File: src/rtl/ifetch_queue.sv
// Instruction-fetch front end: owns the fetch PC, issues one word read at a time
// over req/ack, and buffers returned words with their PC+4 for the IF/ID stage.
module ifetch_queue #(
    parameter int          DEPTH    = 4,
    parameter logic [31:0] RESET_PC = 32'h0000_0000
) (
    input  logic        clk,
    input  logic        rst,
    input  logic        redirect,
    input  logic [31:0] redirect_pc,
    output logic        mem_req,
    output logic [31:0] mem_addr,
    input  logic        mem_ack,
    input  logic [31:0] mem_rdata,
    output logic        instr_valid,
    output logic [31:0] instr,
    output logic [31:0] pc_incr,
    input  logic        instr_ready
);
    localparam int PTR_W = $clog2(DEPTH);
    localparam int CNT_W = PTR_W + 1;
    localparam logic [CNT_W-1:0] DEPTH_C = CNT_W'(DEPTH);

    typedef enum logic [1:0] {S_IDLE, S_REQ, S_DRAIN} state_t;

    state_t             state_q, state_d;
    logic [31:0]        fetch_pc_q, fetch_pc_d;
    logic [31:0]        addr_q, addr_d;
    logic [CNT_W-1:0]   count_q, count_d;
    logic [PTR_W-1:0]   rd_ptr_q, rd_ptr_d;
    logic [PTR_W-1:0]   wr_ptr_q, wr_ptr_d;
    logic [31:0]        instr_mem_q [DEPTH];
    logic [31:0]        pcinc_mem_q [DEPTH];

    logic               push;
    logic               pop;
    logic [31:0]        redirect_word;
    logic               unused_redirect_bits;

    assign redirect_word        = {redirect_pc[31:2], 2'b00};
    assign unused_redirect_bits = ^redirect_pc[1:0];

    assign instr_valid = (count_q != '0);
    assign pop         = instr_valid & instr_ready & ~redirect;
    assign push        = mem_ack & (state_q == S_REQ) & ~redirect;

    assign mem_req  = (state_q == S_REQ) || (state_q == S_DRAIN);
    assign mem_addr = addr_q;
    assign instr    = instr_mem_q[rd_ptr_q];
    assign pc_incr  = pcinc_mem_q[rd_ptr_q];

    always_comb begin
        state_d    = state_q;
        fetch_pc_d = fetch_pc_q;
        addr_d     = addr_q;
        rd_ptr_d   = rd_ptr_q + PTR_W'(pop);
        wr_ptr_d   = wr_ptr_q + PTR_W'(push);
        count_d    = count_q + CNT_W'(push) - CNT_W'(pop);

        // A redirect wins over push/pop: the whole queue is dropped.
        if (redirect) begin
            count_d    = '0;
            rd_ptr_d   = '0;
            wr_ptr_d   = '0;
            fetch_pc_d = redirect_word;
        end

        case (state_q)
            S_IDLE: begin
                if (!redirect && (count_d < DEPTH_C)) begin
                    state_d = S_REQ;
                    addr_d  = fetch_pc_q;
                end
            end
            S_REQ: begin
                if (redirect) begin
                    // An unacked request cannot be withdrawn, so wait it out in DRAIN.
                    state_d = mem_ack ? S_IDLE : S_DRAIN;
                end else if (mem_ack) begin
                    fetch_pc_d = fetch_pc_q + 32'd4;
                    if (count_d < DEPTH_C) begin
                        addr_d = fetch_pc_q + 32'd4;
                    end else begin
                        state_d = S_IDLE;
                    end
                end
            end
            S_DRAIN: begin
                if (mem_ack) begin
                    state_d = S_IDLE;
                end
            end
            default: state_d = S_IDLE;
        endcase
    end

    always_ff @(posedge clk) begin
        if (rst) begin
            state_q    <= S_IDLE;
            fetch_pc_q <= RESET_PC;
            addr_q     <= '0;
            count_q    <= '0;
            rd_ptr_q   <= '0;
            wr_ptr_q   <= '0;
        end else begin
            state_q    <= state_d;
            fetch_pc_q <= fetch_pc_d;
            addr_q     <= addr_d;
            count_q    <= count_d;
            rd_ptr_q   <= rd_ptr_d;
            wr_ptr_q   <= wr_ptr_d;
        end
    end

    // The stored PC+4 is taken from the request address, which equals fetch_pc in REQ.
    generate
        for (genvar gi = 0; gi < DEPTH; gi++) begin : g_entry
            always_ff @(posedge clk) begin
                if (rst) begin
                    instr_mem_q[gi] <= '0;
                    pcinc_mem_q[gi] <= '0;
                end else if (push && (wr_ptr_q == PTR_W'(gi))) begin
                    instr_mem_q[gi] <= mem_rdata;
                    pcinc_mem_q[gi] <= addr_q + 32'd4;
                end
            end
        end
    endgenerate

endmodule
File: config.mk
export PLATFORM = sky130hd
export DESIGN_NAME = ifetch_queue
export DESIGN_NICKNAME = d
export VERILOG_FILES = /design/src/rtl/ifetch_queue.sv
export SDC_FILE = /design/constraint.sdc
export NUM_CORES = 1
export LEC_CHECK = 0
export CAP_MARGIN = 10
export CORE_MARGIN = 3
export CORE_UTILIZATION = 59
export CTS_BUF_LIST = sky130_fd_sc_hd__clkbuf_4
export DETAILED_ROUTE_END_ITERATION = 7
export PLACE_DENSITY = 0.82
export SETUP_SLACK_MARGIN = 0.02
export SYNTH_ARGS = -nofsm -noshare
export SYNTH_HDL_FRONTEND = slang
export SYNTH_SLANG_ARGS = --single-unit
File: constraint.sdc
create_clock -name clk -period 8.2 [get_ports clk]
set_clock_uncertainty 0.1 [all_clocks]
set_input_delay 0.82 -clock clk [delete_from_list [all_inputs] [get_ports clk]]
set_output_delay 0.82 -clock clk [all_outputs]
set_load 0.03 [all_outputs]
======== Word-level counts from Yosys, hierarchy flattened ========
Memories as Yosys holds them, arrays and structs flattened. A register that Yosys moved wholly into a read port is not among the register bits.
Cells that the tools add are included.
operators by class
  equality and inequality tests ........... 12
  mux-type cells .......................... 41
  magnitude comparators ................... 1
  reduce and logical (&&, ||, !) cells .... 14
  bitwise gates (word level) .............. 13
  $add $sub $neg .......................... 6
operators with widths
  kind                     count
  $mux W32                 16
  $add A32 B3 Y32 const B  2
  $pmux W32 S2             1
  $mux W2                  8
  $mux W1                  14
  $ne A2 B2 Y1 const B     4
  $or A1 B1 Y1             8
  $eq A2 B2 Y1 const B     3
  $ne A3 B3 Y1 const B     2
  $pmux W2 S3              1
  $logic_and A1 B1 Y1      5
  $reduce_and A5 Y1        1
  $add A2 B1 Y2            2
  $and A1 B1 Y1            4
  $eq A2 B1 Y1 const B     2
  $logic_not A2 Y1         2
  $reduce_and A4 Y1        1
  $add A3 B1 Y3            1
  $lt A3 B3 Y1 const B     1
  $mux W3                  1
  $reduce_bool A3 Y1       1
  $sub A3 B1 Y3            1
  $ne A2 B1 Y1 const B     1
  $reduce_bool A2 Y1       1
  other kinds (4)          4
word-level totals
  memories kept ........................... 2
  RAM bits ................................ 256
  flip-flop bits (word level) ............. 73
  output and inout bits ................... 98
  bits of input ports ..................... 69
  logic and storage cells ................. 95
memory list
  memory       words  bits a word  read ports  clocked after Yosys merged registers in  wr ports  line  text
  instr_mem_q  4      32           1           1                                        4         32    logic [31:0] instr_mem_q [DEPTH];
  pcinc_mem_q  4      32           1           1                                        4         33    logic [31:0] pcinc_mem_q [DEPTH];

======== Depth between registers and ports, before layout ========
  depth after elaboration ................. 11
  depth in mapped cells ................... 14
  depth with buffers taken out ............ 11

======== Worst setup path after synthesis ========
Ideal clock, no wire load.
  kind .................................... input port to flip-flop
  from .................................... input mem_ack
  to ...................................... memory instr_mem_q[1][0], enable pin
  cell stages on the path ................. 3
  slack ................................... 1.835 ns
  buffers on the path ..................... 1
  arrival ................................. 5.691 ns
  library setup time ...................... 0.574 ns
  data required time ...................... 7.526 ns
  cells stage by stage .................... buf_2 > nand2_1 > o21ai_0
RTL lines
  element          line  text
  start, declared  13    input logic mem_ack,
  end, declared    32

==> out/qor.csv <==
stage,metric,value,unit
logic_synthesis,syn_area_per_cell,12.35,µm²
drt,ant_nets,0,
grt,antenna_found_initial,1,
timing,rsz0062_at_grt,no,
clocking,cts_resized,0,
placement,post-dp-hpwl,22.28,mm
drt,drc_errors,0,
logic_synthesis,ys_warn_count,0,
grt,grt_pass1_wl,58.01,mm
floorplan,num_io_pins,167,
drt,wl_per_cell,20.29,µm
outcome,outcome,"complete, no violations",
setup_path,end_kind,output port,
drt,wirelength,36.66,mm
timing,layout_min_cycle_time,4.335,ns
floorplan,coreArea,25620,µm²
clocking,cts_tree,built,
setup_path,startpoint_type,register,
finish,finalNonFillerCells,1807,
clocking,cts_made_buffers,82,
hold_path,hp-class,register to register,
setup_path,worstPathMaxFanout,47,
pwr,power-per-cell-area,221.3,nW/µm²
grt,grt_overflow,0,
timing,whs,0.3496,ns
hold_path,holdPathStages,2,
setup_path,crit_arrival,3.42,ns
setup_path,r2r-start,state_q[1],
finish,layout_common_cells,"edfxtp_1, clkdlybuf4s50_1, and2_1",
floorplan,fp-row-count,58,
drt,drt_iter0_drc,968,
logic_synthesis,synth_area_leaders,"edfxtp_1, dfxtp_1, mux4_2",
clocking,postCtsSetupBuffers,0,
floorplan,die_x,168.7,µm
placement,post_dp_cell_area,17410,µm²
logic_synthesis,synth_cell_types,56,
finish,final_common_cell,edfxtp_1,
placement,place_ws,3.620,ns
clocking,cts_root_buf,clkbuf_4,
floorplan,initial_core_util,60.95,%
setup_path,crit_path_start,rd_ptr_q[0],
logic_synthesis,synth-seq-area-share,58.60,%
setup_path,critical_path_class,register to output port,
finish,area_growth,18.11,%
hold_path,hold_start,fetch_pc_q[0],
finish,fin_util,71.98,%
clocking,clock_latency,0.70,ns
timing,finalMaxSlewViolations,0,
floorplan,die_area,28450,µm²
pwr,p_leak,6.187,nW
timing,fmax,230.7,MHz
setup_path,r2r_cells,12,
logic_synthesis,synth_area_leader_cell,edfxtp_1,
drt,firstDrtPassIters,7,
finish,fin_nets,1495,
drt,via_per_inst,6.188,
grt,grt_max_degree,65,
setup_path,required,7.28,ns
run,cap_viol_max_count,0,
finish,design_area,18440,µm²
placement,port_buffers,164,
logic_synthesis,syn_inst,1264,
timing,slew_headroom,30.86,%
timing,final_hold_viol_count,0,
pwr,irDropWorstVdd,131.3,µV
finish,drive_gt1_share,15.04,%
logic_synthesis,synth.cell_area,15610,µm²
grt,grtUsageTotal,25.68,%
logic_synthesis,synth-edff-count,256,
clocking,ctsHoldBuffers,0,
logic_synthesis,synth_flop_cell,edfxtp_1,
placement,place_congestion,0.8688,
clocking,clkSlewWorstSetupHoldPaths,0.07,ns
timing,setup_tns,0,ns
logic_synthesis,ys_async_sr_fraction,0,%
pwr,power,4.081,mW
timing,period_share,52.87,%
timing,setup_slack,3.865,ns
logic_synthesis,synth-seq-cells,329,
timing,finalSetupViolCount,0,
logic_synthesis,synth_fp_nets,1341,
clocking,cts.sinks,329,
floorplan,fp.dieH,168.7,µm
clocking,htreeDepth,3,
clocking,clockBufferDepth,3,
timing,worst_slew_pin_slew,1.037,ns
drt,vias,11182,
logic_synthesis,yosysTopAreaCellShare,49.24,%
grt,first_global_vias,11370,
placement,dp.cells,1664,
## report_power, final
part | leakage, nW | internal [mW] | switching (mW)
Combinational | 2.34 | 0.266 | 0.414
Clock | 0.597 | 0.701 | 0.658
Sequential | 3.25 | 1.91 | 0.132
## cells in the mapped netlist (2+ instances only)
cell and n:
nor3_1 25, mux2i_1 3, o31a_1 2, and2_1 152, buf_1 15, and3_1 5
a211oi_1 26, nand4_2 2, nand2b_1 2, or2_2 7, clkbuf_1 73, o41ai_1 2
xnor2_1 24, a2111oi_0 2, a221oi_1 3, buf_4 2, a21oi_1 54, nand4_1 28
dfxtp_1 73, xor2_1 18, edfxtp_1 256, or3_1 25, a311oi_1 11, or4_1 37
a31oi_1 13, buf_2 12, o21ai_0 37, nand2_1 61, ha_1 7, inv_1 16
and4_1 7, nor4_1 14, nand3_1 28, mux4_2 64, nor2_1 105, o211ai_1 12
clkbuf_2 2, a31o_2 2, o31ai_1 15, o311ai_0 6
## kinds of logic (layout without fill, tap and decap cells)
family,after synthesis,in the layout,share of synthesized area [%]
multiplexers,67,67,9.425
other,0,1,0
adder cells (fa/ha/maj),8,8,0.6892
XOR/XNOR,43,43,2.500
AO/OA/AOI/OAI,192,192,7.966
AND/OR/NAND/NOR,505,505,17.78
flip-flops,329,329,58.60
buffers and inverters,120,332,3.045
## routing by layer
metal / share of wire (%) / wire length [µm] / global-route usage, %
met5: 0 / 0 / 0
met4: 2.0 / 746 / 9.249
met3: 9.4 / 3444 / 5.021
met2: 49 / 18040 / 43.66
met1: 39 / 14430 / 33.17
## critical path, stage by stage, from the launching register on
cell and delay (ns):
dfxtp_4 0.60, buf_4 0.80, mux4_2 0.65, clkdlybuf4s50_1 0.62
## layout make-up
class                   instances  area (µm²)
well taps                     330       412.9
clock buffers                 112       840.8
fillers                      1693        7177
clock inverters                30       190.2
repair buffers                174        1712
multi-input cells             815        6068
flip-flops and latches        329        9154
diodes                          1       2.502
inverters                      16       60.06
## path summary, 6_finish.rpt
check / to / slack [ns]
worst min-delay path: mem_addr[0] / 0.35
worst max register to register: mem_addr[15] / 4.03
worst max-delay path: pc_incr[18] / 3.86
worst min register to register: mem_addr[0] / 0.35
## flip-flops by register name (all words and copies together), names as in the netlist
register	count
instr_mem_q	128
wr_ptr_q	2
state_q	2
fetch_pc_q	32
pcinc_mem_q	128
mem_addr	32
count_q	3
rd_ptr_q	2
(Power assumes the default switching activity.)
==> RTL edit, RTL diff (same settings) <==
Encoding of `state_t`: now one-hot (3 bits for 3 states).
--- a/src/rtl/ifetch_queue.sv
+++ b/src/rtl/ifetch_queue.sv
@@ -21,7 +21,7 @@
     localparam int CNT_W = PTR_W + 1;
     localparam logic [CNT_W-1:0] DEPTH_C = CNT_W'(DEPTH);
 
-    typedef enum logic [1:0] {S_IDLE, S_REQ, S_DRAIN} state_t;
+    typedef enum logic [2:0] {S_IDLE = 3'b001, S_REQ = 3'b010, S_DRAIN = 3'b100} state_t;
 
     state_t             state_q, state_d;
     logic [31:0]        fetch_pc_q, fetch_pc_d;
Check against the original RTL: same outputs for any inputs over 4 cycles, from zero or initial values and one cycle with rst high; so few cycles prove little.
==> RTL edit against the original RTL <==
Global-route usage is 0.28 points higher; critical path depth is the same; synthesized area fell by 2.9%; critical endpoint is now pc_incr[10]; register-to-register slack better by 0.13 ns; sequential cell count grew 1; routed wire length is 2.4% lower; setup slack gained 0.021 ns; final area down 2.3%.
Power is not compared: it rests on default switching activity, and its combinational part moved more than twofold at a synthesized area within 25%.
==> RTL edit: results <==
{
  "drt_first_iter_violations": 1013,
  "r2r_slack_ns": 4.16,
  "clock_latency_ns": 0.68,
  "p_leak_nw": 6.23,
  "outcome": "finished, final reports clean",
  "postCtsResizedCells": 0,
  "final_layout_size_suffix_gt1_frac": 0.165,
  "vias": 10406,
  "place_congestion": 0.917,
  "antenna_found_initial": 1,
  "dr.pass1.iters": 5,
  "grt_util_all_layers": 0.260,
  "nFillCells": 1684,
  "htreeDepth": 3,
  "syn_nets": 1269,
  "clk_pin_slew_ns": 0.07,
  "synth_edf_count": 256,
  "hpwl_um": 22400,
  "port_buffers": 164,
  "grt_pass1_wl_um": 57200,
  "hold_depth": 1,
  "grt_max_degree": 66,
  "worst_pin_slew_ns": 1.09,
  "cts_made_buffers": 83,
  "critPathMaxFanout": 38,
  "crit_arrival_ns": 3.39,
  "wl_per_cell_um": 20.4,
  "r2r_end": "mem_addr[22]$_SDFFE_PP0P_",
  "root_buffer": "clkbuf_4",
  "slowest_stage": "dfxtp_4",
  "post-route-drc-count": 0,
  "drtAntennaViolNets": 0,
  "min_from": "fetch_pc_q[0]$_SDFFE_PP0P_",
  "ys_seq_area_frac": 0.605,
  "clockBufferDepth": 3,
  "synth_common_cells": "edfxtp_1, nor2_1, and2_1",
  "yosys_warnings": 0,
  "post_cts_buffers": 0,
  "synth.area.top_cells": "edfxtp_1, dfxtp_1, mux4_2",
  "synth_cell_types": 61,
  "min_to": "fetch_pc_q[0]$_SDFFE_PP0P_",
  "ff2ff_path_depth": 11,
  "ir_worst_vdd_uv": 124,
  "pre_cts_ws_ns": 3.27,
  "fin_nets": 1446,
  "async_reset_ff_frac": 0,
  "synth_ff_type": "edfxtp_1",
  "crit_path_max_incr_delay_ns": 0.73,
  "reg_top3": "instr_mem_q x128, pcinc_mem_q x128",
  "grt_pass1_vias": 10933
}
## RTL edit: changes by cell type after synthesis, sizes merged, moves of 11 or more
cell,before,now
or4,38,2
a21oi,54,13
and2,152,111
xnor2,24,47
clkbuf,75,63
o31ai,15,1
or3,25,5
o211ai,12,1
xor2,18,39
nor2,105,197
and3,5,42
o21ai,37,8
## RTL edit: final cells by class
| type | count | area [µm²] | area share |
|---|---|---|---|
| diodes | 1 | 2.50 | 0.000139 |
| flip-flops and latches | 330 | 9170 | 0.509 |
| well taps | 330 | 413 | 0.0229 |
| clock buffers | 124 | 931 | 0.0517 |
| repair buffers | 180 | 1760 | 0.0975 |
| multi-input cells | 768 | 5640 | 0.313 |
| inverters | 9 | 33.8 | 0.00187 |
| clock inverters | 14 | 65.1 | 0.00361 |
## RTL edit: worst max path at each step
| stage | cells past startpoint | from | slack [ns] | to |
|---|---|---|---|---|
| final | 3 | rd_ptr_q[0]$_SDFF_PP0_ | 3.89 | pc_incr[10] |
| after global routing | 3 | rd_ptr_q[0]$_SDFF_PP0_ | 3.59 | pc_incr[5] |
| after CTS | 3 | rd_ptr_q[0]$_SDFF_PP0_ | 3.75 | pc_incr[10] |
| after detailed placement | 12 | mem_ack | 3.27 | mem_addr[27]$_SDFFE_PP0P_ |
| after global placement | 12 | mem_ack | 3.35 | mem_addr[24]$_SDFFE_PP0P_ |
| after floorplan | 4 | redirect | 3.33 | instr_mem_q[2][0]$_SDFFCE_PN0P_ |
## RTL edit: cell families after synthesis
group	share of synthesized area
fa+ha+maj	0.00462
flops	0.605
mux	0.0991
buf+inv	0.0264
xor+xnor	0.0512
simple gates	0.176
compound gates	0.0382
## RTL edit: report_power, final
part | leakage, nW | switching [mW] | total, mW | internal (mW)
Sequential | 3.25 | 0.0575 | 1.92 | 1.86
Combinational | 2.38 | 0.169 | 0.293 | 0.124
Clock | 0.606 | 0.633 | 1.32 | 0.687
Total | 6.23 | 0.860 | 3.53 | 2.67
## RTL edit: through the flow
| step | hold WS (ns) | std cells | utilization | instance area (µm²) |
|---|---|---|---|---|
| after detailed placement | 0.343 | 1617 | 0.676 | 17000 |
| after floorplan | 0.330 | 1195 | - | 15200 |
| final | 0.356 | 1756 | 0.716 | 18000 |
| after CTS | 0.363 | 1755 | 0.715 | 18000 |
| after global placement | 0.344 | 1617 | 0.676 | 17000 |
| after global routing | 0.400 | 1756 | 0.716 | 18000 |
## RTL edit: routing by layer
metal,vias up,part of all wire,GRT usage
li1,4781,-,-
met1,5020,0.39,0.342
met2,544,0.50,0.429
met3,61,0.084,0.0557
met4,0,0.022,0.100
met5,-,0,0
